--- config.mk ---
export PLATFORM = sky130hd
export DESIGN_NAME = text_console_writer
export DESIGN_NICKNAME = d
export VERILOG_FILES = /design/src/rtl/text_console_writer.sv
export SDC_FILE = /design/constraint.sdc
export NUM_CORES = 1
export LEC_CHECK = 0
export ABC_AREA = 0
export CAP_MARGIN = 10
export CORE_MARGIN = 1.5
export CORE_UTILIZATION = 39
export CTS_BUF_LIST = sky130_fd_sc_hd__clkbuf_4
export DETAILED_ROUTE_END_ITERATION = 8
export PLACE_DENSITY = 0.62
export SYNTH_ARGS = -nofsm -noshare
export SYNTH_HDL_FRONTEND = slang
export SYNTH_SLANG_ARGS = --single-unit
export TNS_END_PERCENT = 1
--- constraint.sdc ---
create_clock -name clk_i -period 8.8 [get_ports clk_i]
set_input_delay 0.88 -clock clk_i [delete_from_list [all_inputs] [get_ports clk_i]]
set_output_delay 0.88 -clock clk_i [all_outputs]
set_load 0.005 [all_outputs]
--- src/rtl/text_console_writer.sv ---
// text_console_writer
//
// Turns a stream of 7-bit ASCII characters into writes on a tile-based
// screen buffer (H_TILES x V_TILES tiles, one byte per tile). The buffer
// write port is word-wide: each write carries C_AXI_DATA_WIDTH/8 byte
// lanes, and strobe bit k writes tile w_addr_o+k.
//
// Printable characters are written at the cursor and advance it. LF, CR,
// BS and FF move the cursor. Entering a new line blanks that line with
// word writes. FF or clear_i blanks the whole screen.
//
// Ports
//   clk_i, rst_i      clock, synchronous active-high reset
//   char_valid_i      character available
//   char_i[6:0]       ASCII code
//   char_ready_o      character accepted when char_valid_i && char_ready_o
//   clear_i           clear-screen request, only acted on while idle
//   busy_o            high while a line or screen clear is in progress
//   wr_en_o           screen-buffer write enable (registered)
//   w_addr_o          tile address of byte lane 0 (registered)
//   w_strb_o          byte-lane strobe (registered)
//   din_o             write data, lane k bits [6:0] = tile code (registered)
//   cursor_col_o      cursor column
//   cursor_row_o      cursor row
module text_console_writer #(
    parameter int H_TILES          = 80,
    parameter int V_TILES          = 30,
    parameter int NUM_TILES        = H_TILES * V_TILES,
    parameter int C_AXI_ADDR_WIDTH = $clog2(NUM_TILES),
    parameter int C_AXI_DATA_WIDTH = 32
) (
    input  logic                          clk_i,
    input  logic                          rst_i,
    input  logic                          char_valid_i,
    input  logic [6:0]                    char_i,
    output logic                          char_ready_o,
    input  logic                          clear_i,
    output logic                          busy_o,
    output logic                          wr_en_o,
    output logic [C_AXI_ADDR_WIDTH-1:0]   w_addr_o,
    output logic [C_AXI_DATA_WIDTH/8-1:0] w_strb_o,
    output logic [C_AXI_DATA_WIDTH-1:0]   din_o,
    output logic [6:0]                    cursor_col_o,
    output logic [4:0]                    cursor_row_o
);

    localparam int AW           = C_AXI_ADDR_WIDTH;
    localparam int STRB_W       = C_AXI_DATA_WIDTH / 8;
    localparam int LINE_WORDS   = H_TILES / STRB_W;
    localparam int SCREEN_WORDS = NUM_TILES / STRB_W;
    localparam int CNT_W        = $clog2(SCREEN_WORDS);

    typedef enum logic [1:0] {
        IDLE,
        CLR_LINE,
        CLR_SCREEN
    } state_t;

    state_t                        state_reg;
    logic [6:0]                    col_reg;
    logic [4:0]                    row_reg;
    logic [AW-1:0]                 clr_addr_reg;
    logic [CNT_W-1:0]              clr_cnt_reg;
    logic                          wr_en_reg;
    logic [AW-1:0]                 w_addr_reg;
    logic [STRB_W-1:0]             w_strb_reg;
    logic [C_AXI_DATA_WIDTH-1:0]   din_reg;

    logic [4:0]                    next_row;
    logic [AW-1:0]                 cur_addr;

    function automatic logic [AW-1:0] tile_addr(input logic [4:0] r, input logic [6:0] c);
        return AW'(r) * AW'(H_TILES) + AW'(c);
    endfunction

    // clear_i wins over a simultaneous character by withholding ready.
    assign char_ready_o = (state_reg == IDLE) && !clear_i;
    assign busy_o       = (state_reg != IDLE);
    assign wr_en_o      = wr_en_reg;
    assign w_addr_o     = w_addr_reg;
    assign w_strb_o     = w_strb_reg;
    assign din_o        = din_reg;
    assign cursor_col_o = col_reg;
    assign cursor_row_o = row_reg;

    assign next_row = (row_reg == 5'(V_TILES - 1)) ? 5'd0 : row_reg + 5'd1;
    assign cur_addr = tile_addr(row_reg, col_reg);

    always_ff @(posedge clk_i) begin
        if (rst_i) begin
            state_reg    <= IDLE;
            col_reg      <= '0;
            row_reg      <= '0;
            clr_addr_reg <= '0;
            clr_cnt_reg  <= '0;
            wr_en_reg    <= 1'b0;
            w_addr_reg   <= '0;
            w_strb_reg   <= '0;
            din_reg      <= '0;
        end else begin
            wr_en_reg <= 1'b0;
            case (state_reg)
                IDLE: begin
                    if (clear_i || (char_valid_i && char_i == 7'h0C)) begin
                        col_reg      <= '0;
                        row_reg      <= '0;
                        clr_addr_reg <= '0;
                        clr_cnt_reg  <= CNT_W'(SCREEN_WORDS - 1);
                        state_reg    <= CLR_SCREEN;
                    end else if (char_valid_i) begin
                        if (char_i >= 7'h20) begin
                            wr_en_reg  <= 1'b1;
                            w_addr_reg <= cur_addr;
                            w_strb_reg <= STRB_W'(1);
                            din_reg    <= C_AXI_DATA_WIDTH'(char_i);
                            if (col_reg == 7'(H_TILES - 1)) begin
                                // Line wrap: blank the line we land on.
                                col_reg      <= '0;
                                row_reg      <= next_row;
                                clr_addr_reg <= tile_addr(next_row, 7'd0);
                                clr_cnt_reg  <= CNT_W'(LINE_WORDS - 1);
                                state_reg    <= CLR_LINE;
                            end else begin
                                col_reg <= col_reg + 7'd1;
                            end
                        end else begin
                            case (char_i)
                                7'h0A: begin
                                    col_reg      <= '0;
                                    row_reg      <= next_row;
                                    clr_addr_reg <= tile_addr(next_row, 7'd0);
                                    clr_cnt_reg  <= CNT_W'(LINE_WORDS - 1);
                                    state_reg    <= CLR_LINE;
                                end
                                7'h0D: col_reg <= '0;
                                7'h08: begin
                                    if (col_reg != 7'd0) begin
                                        col_reg    <= col_reg - 7'd1;
                                        wr_en_reg  <= 1'b1;
                                        w_addr_reg <= cur_addr - AW'(1);
                                        w_strb_reg <= STRB_W'(1);
                                        din_reg    <= '0;
                                    end
                                end
                                default: ;
                            endcase
                        end
                    end
                end
                CLR_LINE, CLR_SCREEN: begin
                    // One zero word per cycle; the last one leaves for IDLE.
                    wr_en_reg    <= 1'b1;
                    w_addr_reg   <= clr_addr_reg;
                    w_strb_reg   <= '1;
                    din_reg      <= '0;
                    clr_addr_reg <= clr_addr_reg + AW'(STRB_W);
                    if (clr_cnt_reg == '0) begin
                        state_reg <= IDLE;
                    end else begin
                        clr_cnt_reg <= clr_cnt_reg - CNT_W'(1);
                    end
                end
                default: state_reg <= IDLE;
            endcase
        end
    end

endmodule

## Word level (Yosys, flattened, before mapping)

Cells that the tools add are included.

- Add/sub/neg operators: 7
- $mul: 2
- Order comparisons: 1
- Equality and inequality tests: 19
- Muxes and demuxes: 56
- Reductions and logical operators: 20

Operators with widths:

| operator | number |
|---|---|
| $mux W32 | 5 |
| $mux W12 | 10 |
| $pmux W32 S2 | 1 |
| $mux W10 | 6 |
| $pmux W12 S2 | 2 |
| $mux W7 | 5 |
| $mux W5 | 6 |
| $eq A7 B4 Y1 const B | 4 |
| $mux W4 | 5 |
| $pmux W10 S2 | 1 |
| $mul A5 B3 Y8 const B | 2 |
| $reduce_and A4 Y1 | 4 |
| $pmux W7 S2 | 1 |
| $add A12 B3 Y12 const B | 1 |
| $add A12 B7 Y12 | 1 |
| $mux W2 | 6 |
| $sub A12 B1 Y12 const B | 1 |
| $logic_not A10 Y1 | 1 |
| $reduce_and A5 Y1 | 2 |
| $sub A10 B1 Y10 const B | 1 |
| $ne A2 B2 Y1 const B | 4 |
| $pmux W4 S2 | 1 |
| $add A7 B1 Y7 const B | 1 |
| $eq A7 B7 Y1 const B | 1 |
| 23 further kinds | 33 |

- Bits in registers: 85
- Input port bits: 11
- Output and inout bits: 63
- Word-level logic and storage cells: 114

## Longest topological paths before layout

Gate-level depths: netlist (run 1).

- Depth in word-level cells: 9
- Mapped depth: 14
- Gate-level depth less buffers: 13

## Worst setup path before layout (run 1)

OpenSTA, ideal clock, no wires.

- Path type: register to register
- Start: register col_reg[5], in the netlist cursor_col_o[5]
- End: register w_addr_reg[11], in the netlist w_addr_o[11]
- Setup time: 0.124 ns
- Data arrival time: 2.672 ns
- Data required time: 8.676 ns
- Setup slack: 6.004 ns
- Cell stages (with the launch flop): 10
- Cell sequence: dfxtp_1 clkbuf_1 inv_1 fa_1 or4b_2 nor3_1 o2111ai_1 nor3_1 xor2_1 o21ai_0

- Longest elaborated chain between the ends: 8
- Elaborated cells between the ends (all ways): 11
- Those cells by class: add/sub: 2; eq/ne: 1; mux: 6; reduce/logical: 2

RTL lines:

| what | line | text |
|---|---|---|
| start: declaration | 60 | `logic [6:0] col_reg;` |
| start signal: assignment | 124 | `col_reg <= col_reg + 7'd1;` |
| start signal: assignment | 138 | `col_reg <= col_reg - 7'd1;` |
| $add A12 B7 Y12 | 73 | `return AW'(r) * AW'(H_TILES) + AW'(c);` |
| $sub A12 B1 Y12 | 140 | `w_addr_reg <= cur_addr - AW'(1);` |
| $mux W12 | 137 | `if (col_reg != 7'd0) begin` |
| $mux W12 | 127 | `case (char_i)` |
| $mux W12 | 111 | `if (char_i >= 7'h20) begin` |
| $mux W12 | 110 | `end else if (char_valid_i) begin` |
| $mux W12 | 104 | `if (clear_i \|\| (char_valid_i && char_i == 7'h0C)) begin` |
| $pmux W12 S2 | 102 | `case (state_reg)` |
| end signal: assignment | 113 | `w_addr_reg <= cur_addr;` |
| end signal: assignment | 140 |  |
| end signal: assignment | 153 | `w_addr_reg <= clr_addr_reg;` |
| end: declaration | 65 | `logic [AW-1:0] w_addr_reg;` |

Several ways; a longest one is shown, not always the timed one. The select of a mux whose other input is x is not followed.
A chain may end at the register's enable or synchronous reset.

## Worst setup path in the final report (run 1)

- Start: input port clear_i
- End: output port char_ready_o

- Longest elaborated chain between the ends: 2

RTL lines:

| what | line | text |
|---|---|---|
| start: declaration | 37 | `input logic clear_i,` |
| $logic_not A1 Y1 | 77 | `assign char_ready_o = (state_reg == IDLE) && !clear_i;` |
| $logic_and A1 B1 Y1 | 77 |  |
| end: declaration | 36 | `output logic char_ready_o,` |

Every way passes these cells.

==> results.toml, run 1 <==
[floorplan]
die_w_um = 105.1
coreArea_sq_um = 10230
die-area_sq_um = 11050
rows = 37
top_level_ports = 74
die_y_um = 105.1
initial_core_util_pct = 39.77

[cts]
cts_sinks = 56
h-tree-depth = 2
post-cts-setup-buffer-count = 0
cts_buffers = 5
clockBufferDepth = 2
cts.repair.resized = 0
cts_tree = "yes"
clock-root-buffer = "clkbuf_4"
clock_latency_ns = 0.41
clk_pin_slew_ns = 0.17
cts_hold_buf = 0

[flow_run]
drv_cap = 0

[timing]
timing.final.hold_violations = 0
relSlewSlack_pct = 29.31
setup_viol = 0
max_freq_ghz = 0.2789
tightest_slew_ns = 1.051
tns_ns = 0
fin_skew_ns = 0.02712
finalCriticalPeriod_ns = 3.585
rsz0062_at_grt = "false"
holdWs_ns = 0.4677
fin_crit_sh_pct = 40.74
slew_violations = 0

[power]
finalPower_uw = 721.1
vdd_drop_max_v = 0.00008065
power_density_nw_per_um2 = 157.3
p_leak_nw = 1.720

[yosys]
synth_area_leaders = "dfxtp_1 (28%), ha_1 (7.7%), a21oi_1 (7.1%), nand2_1 (5.4%), buf_4 (5.0%)"
synth_top_area_share_pct = 27.55
synth_top_cell_by_area = "dfxtp_1"
ys_warn_count = 0
synthFlopType = "dfxtp_1"
synthArstFlopShare_pct = 0
synth_cells = 535
ys_types = 62
avgSynthCellArea_sq_um = 7.605
synth_seq_cells = 56
yosysSeqAreaShare_pct = 27.55
synth_edf_count = 0
syn_area_sq_um = 4069

[route]
antenna_left = 0
num_vias = 3834
first_iter_violations = 230
wirelength_um = 10570
dr.pass1.iters = 4
viasPerCell = 5.501
routedWlPerCell_um = 15.16
drc = 0

[grt]
grt_pass1_wl_um = 17260
grt_pass1_vias = 3452
grt_usage_pct = 19.29
grt_overflow = 0
antenna_found_initial = 0
grt_max_degree = 52

[status]
outcome = "complete, no violations"

[final_layout]
final_cells = 697
final_nets = 599
drive_gt1_share_pct = 3.922
n_fill_cell = 1053
largest_reg_flops = 12
area_delta_synth_final_pct = 12.67
antenna_cells = 0

[worst_setup_path]
worstPathMaxFanout = 14
endpoint_kind = "output pin"
arrival_ns = 2.71
worstSetupStartpoint = "clear_i"
worstPathRequired_ns = 7.92
worstSetupPathType = "input port to output pin"
reg2reg_from = "cursor_row_o[0]"
cp-start-kind = "input port"

[placement]
dp_hpwl_um = 7556
gp_congestion = 0.8778
io_buffers = 48
post-place-cells = 689

[worst_hold_path]
hold_path_startpoint = "w_addr_o[6]"
holdCritPathClass = "flip-flop to flip-flop"
-- cells by family after synthesis --
family / synth area share, %
muxes: 0.7380
buffers and inverters: 10.15
xor gates and xnor gates: 5.935
other: 0.09216
and+or+nand+nor: 23.71
DFF: 27.55
AOI/OAI and AO/OA: 22.66
adders and majority gates: 9.164
-- synthesized netlist by cell type, drive strengths merged, types with 5 or more instances --
master / instances
a21oi: 59
nand2: 59
dfxtp: 56
nor2: 44
o21ai: 34
buf: 31
clkbuf: 26
ha: 25
inv: 22
nand3: 19
nor3: 19
xnor2: 14
o211ai: 11
xor2: 11
a31oi: 8
nand2b: 7
nor4: 7
a21o: 5
or3: 5
or4: 5
-- metal layers --
metal | share of wire (%) | vias to the layer above | GRT usage, %
met5 | 0 | - | 0
met4 | 1.4 | 0 | 5.382
met3 | 5.1 | 11 | 2.620
met2 | 46 | 118 | 31.09
met1 | 48 | 1802 | 26.83
li1 | - | 1903 | -
-- layout by cell type, fill, tap and decap left out, drive strengths merged, types with 4 or more instances in the layout --
cell type / netlist / final
a211oi: 4 / 4
a21o: 5 / 5
a21oi: 59 / 59
a311oi: 4 / 4
a31oi: 8 / 8
and3: 4 / 4
buf: 31 / 4
clkbuf: 26 / 5
clkdlybuf4s50: 0 / 47
conb: 1 / 25
dfxtp: 56 / 56
ha: 25 / 25
inv: 22 / 23
nand2: 59 / 59
nand2b: 7 / 7
nand3: 19 / 19
nor2: 44 / 44
nor2b: 4 / 4
nor3: 19 / 19
nor4: 7 / 7
o211ai: 11 / 11
o21ai: 34 / 34
or3: 5 / 5
or4: 5 / 5
xnor2: 14 / 14
xor2: 11 / 11
-- stage by stage --
step / setup slack [ns] / util [%] / instance area, sq um
2_1_floorplan: 6.004 / - / 4159
3_3_place_gp: 4.985 / 43.99 / 4501
3_5_place_dp: 4.947 / 43.99 / 4501
4_1_cts: 5.251 / 44.81 / 4584
5_1_grt: 4.996 / 44.81 / 4584
6_report: 5.215 / 44.81 / 4584
-- worst max-delay path: stages --
cell	delay, ns
clkdlybuf4s50_1	0.70
nand2b_1	0.38
inv_1	0.21
clkdlybuf4s50_1	0.53
-- cell type report --
class / instances / area (sq um) / area share, %
sequential: 56 / 1121 / 24.45
inverter: 23 / 86.33 / 1.883
timing repair buffer: 51 / 498.0 / 10.86
clock buffer: 5 / 37.54 / 0.8188
clock inverter: 3 / 46.29 / 1.010
tap: 136 / 170.2 / 3.712
multi-input combinational: 423 / 2625 / 57.26
-- power breakdown --
part / switching [mW] / internal (mW)
combinational: 0.154 / 0.105
clock: 0.0935 / 0.0614
sequential: 0.0247 / 0.282
total: 0.273 / 0.448
-- final timing paths --
path         cells after the start  slack, ns            to
max reg2reg                      9       5.54  w_addr_o[11]
min                              2       0.47   w_addr_o[6]
max                              4       5.21  char_ready_o
min reg2reg                      2       0.47   w_addr_o[6]
(Power assumes the default switching activity.)
==> run 2: changes to the inputs <==
==> constraint.sdc (replaced) <==
create_clock -name clk_i -period 3.39 [get_ports clk_i]
set_input_delay 0.339 -clock clk_i [delete_from_list [all_inputs] [get_ports clk_i]]
set_output_delay 0.339 -clock clk_i [all_outputs]
set_load 0.005 [all_outputs]
==> results.toml, run 2 (same netlist as run 1, synthesis figures left out) <==
[route]
met2WireLength_um = 5073
dr.pass1.iters = 5
first_iter_violations = 243
viasPerCell = 5.494
antenna_left = 0
met1_length_um = 4798
highest_layer = "met4"
drc = 0
num_vias = 3868
wirelength_um = 10460
routedWlPerCell_um = 14.86
met3_length_um = 484

[floorplan]
die-area_sq_um = 11050
initial_core_util_pct = 39.77
die_w_um = 105.1
top_level_ports = 74
rows = 37
coreArea_sq_um = 10230
die_y_um = 105.1

[final_layout]
antenna_cells = 0
final-seq-area_sq_um = 1121
final_common_cell = "nand2_1"
mostFrequentLayoutCells = "nand2_1 (59), a21oi_1 (58), dfxtp_1 (56)"
finalCoreUtilization_pct = 45.11
largest_reg_flops = 12
multi_input_area_sq_um = 2625
fin_area_sq_um = 4616
area_delta_synth_final_pct = 13.44
drive_gt1_share_pct = 5.106
final_nets = 606
n_fill_cell = 1058

[worst_setup_path]
worstPathRequired_ns = 3.70
endpoint_kind = "flip-flop"
cp-start-kind = "flip-flop"
worstSetupPathType = "flip-flop to flip-flop"
worstPathMaxFanout = 9
arrival_ns = 3.26

[cts]
clock-root-buffer = "clkbuf_4"
clock_latency_ns = 0.41
clockBufferDepth = 2
h-tree-depth = 2
cts_sinks = 56
cts_tree = "yes"
cts_buffers = 5
clk_pin_slew_ns = 0.18
cts.repair.resized = 0
post-cts-setup-buffer-count = 0
cts_hold_buf = 0

[power]
vdd_drop_max_v = 0.0001584
p_leak_nw = 1.740
power_density_nw_per_um2 = 390.8
finalPower_mw = 1.804

[timing]
rsz0062_at_grt = "false"
setup_viol = 0
tns_ns = 0
fin_skew_ns = 0.02239
slew_violations = 0
tightest_slew_ns = 0.9973
fin_crit_sh_pct = 87.30
layout_setup_ws_ns = 0.4307
relSlewSlack_pct = 32.94
timing.final.hold_violations = 0
max_freq_ghz = 0.3379
finalCriticalPeriod_ns = 2.959

[placement]
detailed_place.area_sq_um = 4553
place_ws_ns = 0.4447
dp_hpwl_um = 7737
io_buffers = 48
gp_congestion = 0.8441

[grt]
grt_usage_pct = 19.08
grt_pass1_vias = 3502
grt_pass1_wl_um = 17390
grt_max_degree = 28
antenna_found_initial = 0
grt_overflow = 0

[flow_run]
drv_cap = 0

[status]
outcome = "complete, no violations"

[worst_hold_path]
holdCritPathClass = "input port to flip-flop"
==> run 2: cell types whose count changed in the layout (fill, tap and decap cells not counted), sizes merged <==
| cell | delta |
|---|---|
| clkinv | -1 |
| bufinv | -1 |
| inv | +1 |
| buf | +7 |
| clkinvlp | +1 |
==> run 2: per-layer routing <==
layer	vias up	GRT usage, %
li1	1919	-
met1	1830	26.31
met2	107	31.42
met3	12	2.433
met4	0	4.795
met5	-	0
==> run 2: worst max-delay path: stages (launching register included) <==
cell	delay, ns
dfxtp_1	0.53
ha_1	0.22
inv_1	0.05
fa_1	0.50
or4b_2	0.62
nor3_1	0.24
o2111ai_1	0.21
nor3_1	0.26
xor2_1	0.15
o21ai_0	0.09
==> run 2: path summary, 6_finish.rpt <==
kind                                      start         endpoint  slack [ns]  cells past startpoint
worst max register to register  cursor_col_o[4]     w_addr_o[11]        0.43                      9
worst min-delay path                      rst_i  cursor_col_o[0]        0.39                      2
worst min register to register      w_addr_o[4]      w_addr_o[4]        0.47                      2
worst max-delay path            cursor_col_o[4]     w_addr_o[11]        0.43                      9
==> run 2: per-stage QoR <==
stage | std cells | hold slack (ns)
6_report | 704 | 0.3899
5_1_grt | 704 | 0.4269
4_1_cts | 704 | 0.3950
3_5_place_dp | 696 | 0.4513
3_3_place_gp | 696 | 0.4430
2_1_floorplan | 559 | 0.4483
==> run 2: area by class of cell <==
class / instances / share of cell area (%)
sequential: 56 / 24.29
clock buffer: 5 / 0.8132
multi-input combinational: 423 / 56.87
timing repair buffer: 58 / 11.93
tap: 136 / 3.687
clock inverter: 3 / 0.5422
inverter: 23 / 1.870
==> run 2: where the power goes <==
part / internal, mW / total, mW / switching (mW)
sequential: 0.732 / 0.792 / 0.0600
clock: 0.0865 / 0.328 / 0.241
combinational: 0.286 / 0.684 / 0.398
==> run 3: changes to the inputs <==
--- a/config.mk
+++ b/config.mk
@@ -5,7 +5,7 @@
 export SDC_FILE = /design/constraint.sdc
 export NUM_CORES = 1
 export LEC_CHECK = 0
-export ABC_AREA = 0
+export ABC_AREA = 1
 export CAP_MARGIN = 10
 export CORE_MARGIN = 1.5
 export CORE_UTILIZATION = 39
==> results.toml, run 3 <==
[status]
outcome = "complete, no violations"

[yosys]
synth_compound_area_share_pct = 14.69
synth_xor_xnor_area_share_pct = 4.232
yosysSeqAreaShare_pct = 27.09
synth_edf_count = 0
synthSimpleGateAreaFrac_pct = 31.44
syn_area_sq_um = 4139
synthFlopType = "dfxtp_1"
synth_cells = 626
synth_top_family_by_area = "simple AND/OR/NAND/NOR gates"
synth_fa_ha_area_share_pct = 9.008
avgSynthCellArea_sq_um = 6.612
muxShareOfSynthArea_pct = 0
synth_seq_cells = 56
synth_area_leaders = "dfxtp_1 (27%), nand2_1 (12%), nor2_1 (8.5%), ha_1 (7.6%), a21oi_1 (5.9%)"
ys_warn_count = 0
synth_top_cell_by_area = "dfxtp_1"
synth_commonest_cells = "nand2_1 (135), nor2_1 (94), inv_1 (63)"
synthArstFlopShare_pct = 0
yosysMostFrequentCell = "nand2_1"
synth_top_area_share_pct = 27.09
ys_types = 42

[final_layout]
mostFrequentLayoutCells = "nand2_1 (135), nor2_1 (94), inv_1 (63)"
area_delta_synth_final_pct = 13.27
antenna_cells = 0
n_fill_cell = 1055
final_common_cell = "nand2_1"
drive_gt1_share_pct = 4.204
fin_area_sq_um = 4688
final_nets = 704
largest_reg_flops = 12

[cts]
post-cts-setup-buffer-count = 0
cts.repair.resized = 0
clockBufferDepth = 2
cts_hold_buf = 0
clock_latency_ns = 0.38
cts_sinks = 56
cts_tree = "yes"
h-tree-depth = 2
cts_buffers = 5
clk_pin_slew_ns = 0.18
clock-root-buffer = "clkbuf_4"

[worst_hold_path]
holdCritPathClass = "flip-flop to flip-flop"
min_to = "w_addr_o[10]"
holdPathStages = 2
hold_path_startpoint = "w_addr_o[10]"

[route]
drc = 0
wirelength_um = 10380
num_vias = 3998
viasPerCell = 4.985
antenna_left = 0
routedWlPerCell_um = 12.94
first_iter_violations = 211
dr.pass1.iters = 5

[timing]
tightest_slew_ns = 0.6798
relSlewSlack_pct = 54.63
tns_ns = 0
timing.final.hold_violations = 0
slew_violations = 0
fin_crit_sh_pct = 80.13
max_freq_ghz = 0.3681
setup_viol = 0
finalCriticalPeriod_ns = 2.716
rsz0062_at_grt = "false"
fin_skew_ns = 0.01796

[worst_setup_path]
rr_endpoint = "clr_addr_reg[11]"
arrival_ns = 3.04
rrSetupSlack_ns = 0.67
worstPathRequired_ns = 3.72
reg2reg_from = "cursor_row_o[1]"
worstPathMaxFanout = 6
cp-start-kind = "flip-flop"
rr_worst_depth = 14
worstSetupPathType = "flip-flop to flip-flop"
worstSetupStartpoint = "cursor_row_o[1]"
endpoint_kind = "flip-flop"

[grt]
grt_pass1_wl_um = 17260
grt_pass1_vias = 3651
grt_max_degree = 36
antenna_found_initial = 0
grt_overflow = 0
grt_usage_pct = 18.65

[placement]
dp_hpwl_um = 7860
io_buffers = 48
detailed_place.area_sq_um = 4613
gp_congestion = 0.8699

[floorplan]
top_level_ports = 74
rows = 37
die-area_sq_um = 11240
initial_core_util_pct = 40.09
die_y_um = 106.0
coreArea_sq_um = 10320
die_w_um = 106.0

[power]
p_leak_nw = 2.103
power_density_nw_per_um2 = 448.4
vdd_drop_max_v = 0.0002497

[flow_run]
drv_cap = 0
## run 3: worst max path at each step
stage                            end  cells after the start
global placement    clr_addr_reg[10]                     14
floorplan           clr_addr_reg[11]                     14
detailed placement  clr_addr_reg[11]                     14
finish              clr_addr_reg[11]                     14
global route        clr_addr_reg[11]                     14
CTS                 clr_addr_reg[11]                     14
## run 3: power by group
| group | internal (mW) | total [mW] | switching [mW] | leakage [nW] |
|---|---|---|---|---|
| sequential | 0.747 | 0.832 | 0.0847 | 0.460 |
| combinational | 0.357 | 0.894 | 0.538 | 1.60 |
| clock | 0.151 | 0.376 | 0.225 | 0.0403 |
## run 3: layout make-up
class,count,area (sq um),area share [%]
multi-input cells,481,2551,54.42
flip-flops and latches,56,1121,23.91
repair buffers,52,510.5,10.89
inverters,69,260.3,5.551
well taps,136,170.2,3.630
clock buffers,5,37.54,0.8006
clock inverters,3,37.54,0.8006
## run 3: cells by family (layout without fill, tap and decap cells)
group                      Yosys count  in the layout
and+or+nand+nor                    300            300
DFF                                 56             56
xor gates and xnor gates            20             20
adders and majority gates           28             28
buffers and inverters              113            129
other                                1             25
AOI/OAI and AO/OA                  108            108
## run 3: critical path: stages, from the launching register on
cell and delay, ns:
dfxtp_1 0.47, inv_1 0.12, ha_1 0.20, inv_1 0.05, nor2_1 0.06, nor3b_1 0.40
ha_1 0.21, ha_1 0.16, inv_1 0.05, fa_1 0.39, o21ai_0 0.18, nand3_1 0.10
nand3_1 0.10, nand2_1 0.05, a21oi_1 0.12
## run 3: per-layer routing
metal	GRT usage, %	share of wire (%)	vias to the layer above
li1	-	-	2062
met1	24.38	46	1821
met2	32.14	47	105
met3	3.433	5.5	10
met4	3.668	1.5	0
met5	0	0	-
## run 3: through the flow
stage | cells | utilization, % | setup WS, ns | power, mW | hold slack (ns)
after floorplan | 650 | - | 0.9763 | 1.471 | 0.4550
after global placement | 794 | 44.69 | 0.7892 | 1.730 | 0.4508
after detailed placement | 794 | 44.69 | 0.7196 | 1.736 | 0.4571
after CTS | 802 | 45.41 | 0.6746 | 2.106 | 0.4789
after global routing | 802 | 45.41 | 0.4016 | 2.264 | 0.4882
final | 802 | 45.41 | 0.6736 | 2.102 | 0.4758
